--- config.mk ---
export PLATFORM = sky130hd
export DESIGN_NAME = m68030_bus_master
export DESIGN_NICKNAME = d
export VERILOG_FILES = /design/src/rtl/m68030_bus_master.sv
export SDC_FILE = /design/constraint.sdc
export NUM_CORES = 1
export LEC_CHECK = 0
export BUFFER_PORTS_ARGS = -buffer_cell sky130_fd_sc_hd__buf_2
export CORE_MARGIN = 4
export CORE_UTILIZATION = 35
export CTS_CLUSTER_DIAMETER = 120
export DETAILED_ROUTE_END_ITERATION = 16
export GPL_TIMING_DRIVEN = 0
export PLACE_DENSITY = 0.66
export SLEW_MARGIN = 20
export SYNTH_ARGS = -nofsm -noshare
export SYNTH_HDL_FRONTEND = slang
export SYNTH_SLANG_ARGS = --single-unit
--- constraint.sdc ---
create_clock -name clk -period 9.3 [get_ports clk]
set_input_delay 1.86 -clock clk [delete_from_list [all_inputs] [get_ports clk]]
set_output_delay 1.86 -clock clk [all_outputs]
set_load 0.03 [all_outputs]
--- src/rtl/m68030_bus_master.sv ---
// m68030_bus_master
// Bus initiator for a 68030-style asynchronous bus. It accepts one transfer
// (byte, word, 3-byte or long) at a time on a valid/ready port and runs as
// many bus cycles as needed. The number of cycles depends on the alignment
// and on the port width that the slave reports on DSACKn.
//
// Ports
//   clk, RESETn        : system clock, synchronous active-low reset
//   req_*              : request port (valid/ready, rw, byte address, size, wdata)
//   rsp_*              : one-cycle completion pulse with read data and error flag
//   ADR_OUT, SIZE, RWn : address phase of the current bus cycle
//   DATA_OUT, DATA_IN  : data lanes, lane0 = [31:24]
//   ASn, DSn, DBENn    : bus strobes (active low)
//   DSACKn             : slave acknowledge / port width (11 = wait)
module m68030_bus_master #(
  parameter int TIMEOUT = 64
) (
  input  logic        clk,
  input  logic        RESETn,
  input  logic        req_valid,
  output logic        req_ready,
  input  logic        req_rw,
  input  logic [31:0] req_addr,
  input  logic [1:0]  req_size,
  input  logic [31:0] req_wdata,
  output logic        rsp_valid,
  output logic [31:0] rsp_rdata,
  output logic        rsp_err,
  output logic [31:0] ADR_OUT,
  output logic [31:0] DATA_OUT,
  input  logic [31:0] DATA_IN,
  output logic [1:0]  SIZE,
  output logic        RWn,
  output logic        ASn,
  output logic        DSn,
  output logic        DBENn,
  input  logic [1:0]  DSACKn
);

  localparam int CW = $clog2(TIMEOUT + 1);

  typedef enum logic [2:0] {
    S_IDLE,
    S_ADDR,
    S_WAIT,
    S_END,
    S_DONE
  } state_t;

  state_t          state_reg, state_next;
  logic [31:0]     a_reg, a_next;        // address of the next bus cycle
  logic [2:0]      r_reg, r_next;        // bytes still to move (1..4)
  logic [31:0]     op_reg, op_next;      // remaining write bytes, left-justified
  logic [31:0]     acc_reg, acc_next;    // read bytes collected so far
  logic            rw_reg, rw_next;
  logic            abort_reg, abort_next;
  logic [CW-1:0]   cnt_reg, cnt_next;

  // Byte i of a left-justified operand.
  function automatic logic [7:0] op_byte(input logic [31:0] v, input logic [1:0] i);
    logic [7:0] b;
    case (i)
      2'd0:    b = v[31:24];
      2'd1:    b = v[23:16];
      2'd2:    b = v[15:8];
      default: b = v[7:0];
    endcase
    return b;
  endfunction

  // Port width from the acknowledge, and the offset of the address within it.
  logic [2:0]  port_bytes;
  logic [1:0]  port_off;
  logic [2:0]  room;
  logic [2:0]  n_move;
  logic [31:0] lane_shift;
  logic [31:0] rd_bytes;

  always_comb begin
    case (DSACKn)
      2'b00: begin
        port_bytes = 3'd4;
        port_off   = a_reg[1:0];
      end
      2'b01: begin
        port_bytes = 3'd2;
        port_off   = {1'b0, a_reg[0]};
      end
      default: begin
        port_bytes = 3'd1;
        port_off   = 2'd0;
      end
    endcase
    room   = port_bytes - {1'b0, port_off};
    n_move = (r_reg < room) ? r_reg : room;
    // Bring the first transferred lane to the top, then keep only n_move bytes
    // right-justified so they can be appended to the accumulator.
    lane_shift = DATA_IN << {port_off, 3'b000};
    rd_bytes   = lane_shift >> {(3'd4 - n_move), 3'b000};
  end

  // Write lane steering. Lanes at or above the address offset carry the
  // operand in order; lanes below it replicate the leading bytes so that an
  // 8- or 16-bit port finds its byte on the lanes it actually wires up.
  logic [1:0]  off;
  logic [31:0] wr_data;
  assign off = a_reg[1:0];

  generate
    for (genvar gi = 0; gi < 4; gi++) begin : g_wlane
      localparam logic [1:0] LANE = 2'(gi);
      logic [1:0] idx;
      logic [7:0] lane_byte;
      always_comb begin
        idx       = LANE - off;
        lane_byte = 8'h00;
        if (LANE >= off) begin
          if ({1'b0, idx} < r_reg) lane_byte = op_byte(op_reg, idx);
        end else if (LANE == 2'd1 && off == 2'd2) begin
          lane_byte = op_reg[23:16];
        end else begin
          lane_byte = op_reg[31:24];
        end
      end
      assign wr_data[31-8*gi -: 8] = lane_byte;
    end
  endgenerate

  always_ff @(posedge clk) begin
    if (!RESETn) begin
      state_reg <= S_IDLE;
      a_reg     <= '0;
      r_reg     <= '0;
      op_reg    <= '0;
      acc_reg   <= '0;
      rw_reg    <= 1'b1;
      abort_reg <= 1'b0;
      cnt_reg   <= '0;
    end else begin
      state_reg <= state_next;
      a_reg     <= a_next;
      r_reg     <= r_next;
      op_reg    <= op_next;
      acc_reg   <= acc_next;
      rw_reg    <= rw_next;
      abort_reg <= abort_next;
      cnt_reg   <= cnt_next;
    end
  end

  always_comb begin
    state_next = state_reg;
    a_next     = a_reg;
    r_next     = r_reg;
    op_next    = op_reg;
    acc_next   = acc_reg;
    rw_next    = rw_reg;
    abort_next = abort_reg;
    cnt_next   = cnt_reg;

    case (state_reg)
      S_IDLE: begin
        if (req_valid) begin
          a_next     = req_addr;
          rw_next    = req_rw;
          acc_next   = '0;
          abort_next = 1'b0;
          case (req_size)
            2'b00: begin r_next = 3'd4; op_next = req_wdata; end
            2'b01: begin r_next = 3'd1; op_next = {req_wdata[7:0], 24'h0}; end
            2'b10: begin r_next = 3'd2; op_next = {req_wdata[15:0], 16'h0}; end
            default: begin r_next = 3'd3; op_next = {req_wdata[23:0], 8'h0}; end
          endcase
          state_next = S_ADDR;
        end
      end
      S_ADDR: begin
        cnt_next   = '0;
        state_next = S_WAIT;
      end
      S_WAIT: begin
        // An acknowledge arriving on the last allowed clock still wins.
        if (DSACKn != 2'b11) begin
          if (rw_reg) acc_next = (acc_reg << {n_move, 3'b000}) | rd_bytes;
          else        op_next  = op_reg << {n_move, 3'b000};
          a_next     = a_reg + {29'd0, n_move};
          r_next     = r_reg - n_move;
          state_next = S_END;
        end else if (cnt_reg == CW'(TIMEOUT - 1)) begin
          abort_next = 1'b1;
          state_next = S_END;
        end else begin
          cnt_next = cnt_reg + 1'b1;
        end
      end
      S_END: begin
        // Do not start another cycle while the previous acknowledge is held.
        if (DSACKn == 2'b11) begin
          if (r_reg != 3'd0 && !abort_reg) state_next = S_ADDR;
          else                             state_next = S_DONE;
        end
      end
      S_DONE: begin
        state_next = S_IDLE;
      end
      default: begin
        state_next = S_IDLE;
      end
    endcase
  end

  logic in_cycle;
  assign in_cycle  = (state_reg == S_ADDR) || (state_reg == S_WAIT);

  assign req_ready = (state_reg == S_IDLE);
  assign rsp_valid = (state_reg == S_DONE);
  assign rsp_err   = (state_reg == S_DONE) && abort_reg;
  assign rsp_rdata = ((state_reg == S_DONE) && rw_reg) ? acc_reg : 32'h0;

  assign ASn      = !in_cycle;
  assign DSn      = (state_reg != S_WAIT);
  assign DBENn    = (state_reg != S_WAIT);
  assign ADR_OUT  = in_cycle ? a_reg : 32'h0;
  assign SIZE     = in_cycle ? r_reg[1:0] : 2'b00;
  assign RWn      = in_cycle ? rw_reg : 1'b1;
  assign DATA_OUT = (in_cycle && !rw_reg) ? wr_data : 32'h0;

endmodule

==> metrics.txt <==
syn nets=1422; CTS resizes=0; die width=175 µm; core footprint=0.0273 mm²; I/O pin cnt=209; critical path peak fanout=10; CTS tree=yes; Area contributors post-synth=dfxtp_1 23%, a21oi_1 6.9%, nor2_1 5.4%; Root Buffer=clkbuf_16; Setup TNS=0 ns; share of cells above drive strength 1=0.200; Reg power frac=0.242; ys async rst share=0; Setup Viol. Count Final=0; total CTS buffers=9; Power Internal=approximately 1.3 mW; Via density=between 6 and 7; n_diodes=0; pin count of the biggest net entering global routing=23; CTS sink count=111; post-CTS setup buffers=0; Hold Path Class=register to register; critical path's slowest cell=nor3_2; DRC=0; switching part of the total=0.545; worst r2r src=a_reg[0]$_SDFFE_PN0P_; maxcap violations=0; adder-cell share of the synthesized area=0.0342; Synth Warn #=0; First-pass DRT Iterations=9; most frequent cell after synthesis=nor2_1; number of flops mapped to enable cells by yosys=0; crit path cell chain=buf_2 -> nand2b_1 -> buf_2 -> inv_2 -> buf_2 -> fa_1 -> xor2_1 -> inv_1 -> ha_1 -> buf_2 -> nor3_2 -> nor2_2 -> inv_2 -> buf_2 -> buf_4 -> buf_2 -> ha_1 -> clkbuf_1 -> nand2b_1 -> a2111oi_2 -> a222oi_1 -> a211oi_1; switching pwr=approximately 1.6 mW; main combinational cell family by area after synthesis=compound AO/OA/AOI/OAI gates; ys flop type=dfxtp_1; # port buffers=a little over 200; Final Hold Fails=0; area of the mapped netlist=0.00980 mm²; logic gate share of total power=0.615; # rows=60; Final min period=7.73 ns; cell repeated most along the worst path=buf_2; slew margin rel.=0.231; Simple-Gate Fraction of Synth Area=0.210; crit path buf inv count=11; Clock power frac=0.144; RSZ-0062 raised after global routing=no; hold-fix buffers at CTS=0; vias in the first global route=between 10000 and 15000; Die Area=0.0307 mm²; starting density of the core=0.360; Lkg Pwr=4.56 nW; post-synth top area share=0.227; most frequent cells after synthesis=141 x nor2_1, 136 x a21oi_1, 111 x dfxtp_1; Reg clk slew, reported paths=0.09 ns; mux contribution to synthesized area=0.0832; xor/xnor share of the synthesized area=0.00715; total gr overflow=0; post-synthesis compound-gate area fraction=0.377; Hold EP=cnt_reg[6]$_SDFFE_PN0P_; GPL Wtd Cong=0.958; Post-Route WL=41.6 mm; initial antenna violation count=2; total power=2.91 mW; mean post-synth cell area=7.58 µm²; gr usage total=0.257; Cell variety after synth=83; Power Density=251 mW/mm²; clock skew=0.0141 ns; area grow syn2layout=18.4%; hold_sp=cnt_reg[6]$_SDFFE_PN0P_; first-pass GRT wire length=63.8 mm; Worst Tran Pin Value=roughly 1.1 ns; clock buffer depth=2; Req. time, crit path=9.57 ns; drt wl/cell=~22 µm; dpl hpwl=roughly 32 mm; Max Transition Viols Final=0; outcome=finished, final reports clean; Data arrival, critical path=8.01 ns; Max Fclk=129 MHz; post-route ant nets=0; hold path cells=2; Max VDD drop=0.000131 V; cell count of the worst reg-to-reg path=21; #FFs+latches synth=111; largest area contributor in the netlist=dfxtp_1; H-tree depth=3; CP startpoint kind=primary input; Initial DRC Count=approximately 1700; Via Count=11844; kind of critical path=primary input to register; Layout Nets=1638; flop2flop setup slack=2.63 ns; Mapped Cells=1293; Die Ht=175 µm; CP top delay family=buffers and inverters; Seq/Total Area, Yosys=0.227; CP endpoint kind=register; worst skew pair latency=0.37 ns; Largest stage delay, worst path=~0.75 ns; R2R Path End=acc_reg[3]$_SDFFE_PN0P_; period utilization=0.831
-- placed cells by master, fill, tap and decap left out, types with 9 or more instances in the layout --
master / count
buf_2: 220
nor2_1: 141
a21oi_1: 136
dfxtp_1: 111
clkbuf_1: 92
nand2_1: 79
o21ai_0: 73
a22oi_1: 49
and2_1: 43
mux2i_1: 41
and3_1: 39
nand3_1: 30
a211oi_1: 27
a22o_1: 25
a222oi_1: 22
ha_1: 22
a31oi_1: 19
mux2_2: 18
nand4_1: 16
a311oi_1: 16
a221o_1: 15
o211ai_1: 15
inv_1: 14
nor3_1: 14
nor3b_1: 14
o21bai_1: 11
o31ai_1: 10
a2bb2oi_1: 10
a32oi_1: 10
o2bb2ai_1: 10
or3_1: 9
buf_1: 9
clkbuf_16: 9
-- layer usage --
metal,vias up,part of all wire,track usage
li1,5403,-,-
met1,5612,0.41,0.339
met2,720,0.45,0.414
met3,105,0.10,0.0534
met4,4,0.036,0.0969
met5,-,0.00046,0
-- kinds of logic after synthesis --
group	Yosys count
mux	69
simple gates	418
fa+ha+maj	25
flops	111
buf+inv	142
compound gates	520
xor+xnor	8
-- stage by stage --
step / utilization / hold slack [ns] / setup slack [ns] / area [µm²] / cells
2_1_floorplan: - / 0.426 / 2.66 / 9800 / 1293
3_3_place_gp: 0.414 / 0.436 / 1.51 / 11300 / 1870
3_5_place_dp: 0.414 / 0.444 / 1.44 / 11300 / 1870
4_1_cts: 0.426 / 0.455 / 1.80 / 11600 / 1886
5_1_grt: 0.426 / 0.477 / 1.40 / 11600 / 1886
6_report: 0.426 / 0.456 / 1.57 / 11600 / 1886
-- worst max-delay path by stage --
| stage | startpoint | endpoint | slack [ns] | cells past startpoint |
|---|---|---|---|---|
| floorplan | DSACKn[1] | a_reg[28]$_SDFFE_PN0P_ | 2.66 | 20 |
| global placement | DSACKn[1] | acc_reg[3]$_SDFFE_PN0P_ | 1.51 | 22 |
| detailed placement | DSACKn[1] | acc_reg[3]$_SDFFE_PN0P_ | 1.44 | 22 |
| CTS | DSACKn[1] | acc_reg[3]$_SDFFE_PN0P_ | 1.80 | 22 |
| global route | DSACKn[1] | acc_reg[3]$_SDFFE_PN0P_ | 1.40 | 22 |
| finish | DSACKn[1] | acc_reg[3]$_SDFFE_PN0P_ | 1.57 | 22 |
-- worst reg2reg max path, cell delays in order, from the launching register on --
cell       delay [ns]
dfxtp_1          0.79
nand2b_1         0.13
buf_2            0.20
inv_2            0.13
buf_2            0.26
fa_1             0.23
xor2_1           0.34
inv_1            0.14
ha_1             0.20
buf_2            0.18
nor3_2           0.75
nor2_2           0.18
inv_2            0.09
buf_2            0.30
buf_4            0.27
buf_2            0.31
ha_1             0.30
clkbuf_1         0.21
nand2b_1         0.38
a2111oi_2        0.65
a222oi_1         0.21
a211oi_1         0.30
-- power by group through the flow --
stage,registers [mW],clock network [mW],logic (mW)
6_report,0.702,0.417,1.79
5_1_grt,0.711,0.437,1.93
4_1_cts,0.691,0.418,1.74
3_5_place_dp,0.702,0,1.73
3_3_place_gp,0.701,0,1.70
2_1_floorplan,0.646,0,1.23
-- layout make-up --
type / count / area [µm²]
buffer: 124 / 538
clock buffer: 9 / 225
clock inverter: 7 / 82.6
fill: 2835 / 15700
inverter: 18 / 67.6
multi-input combinational: 1040 / 6970
sequential: 111 / 2220
tap: 372 / 465
timing repair buffer: 205 / 1030
Note: power is estimated with default switching activity, not from simulation.
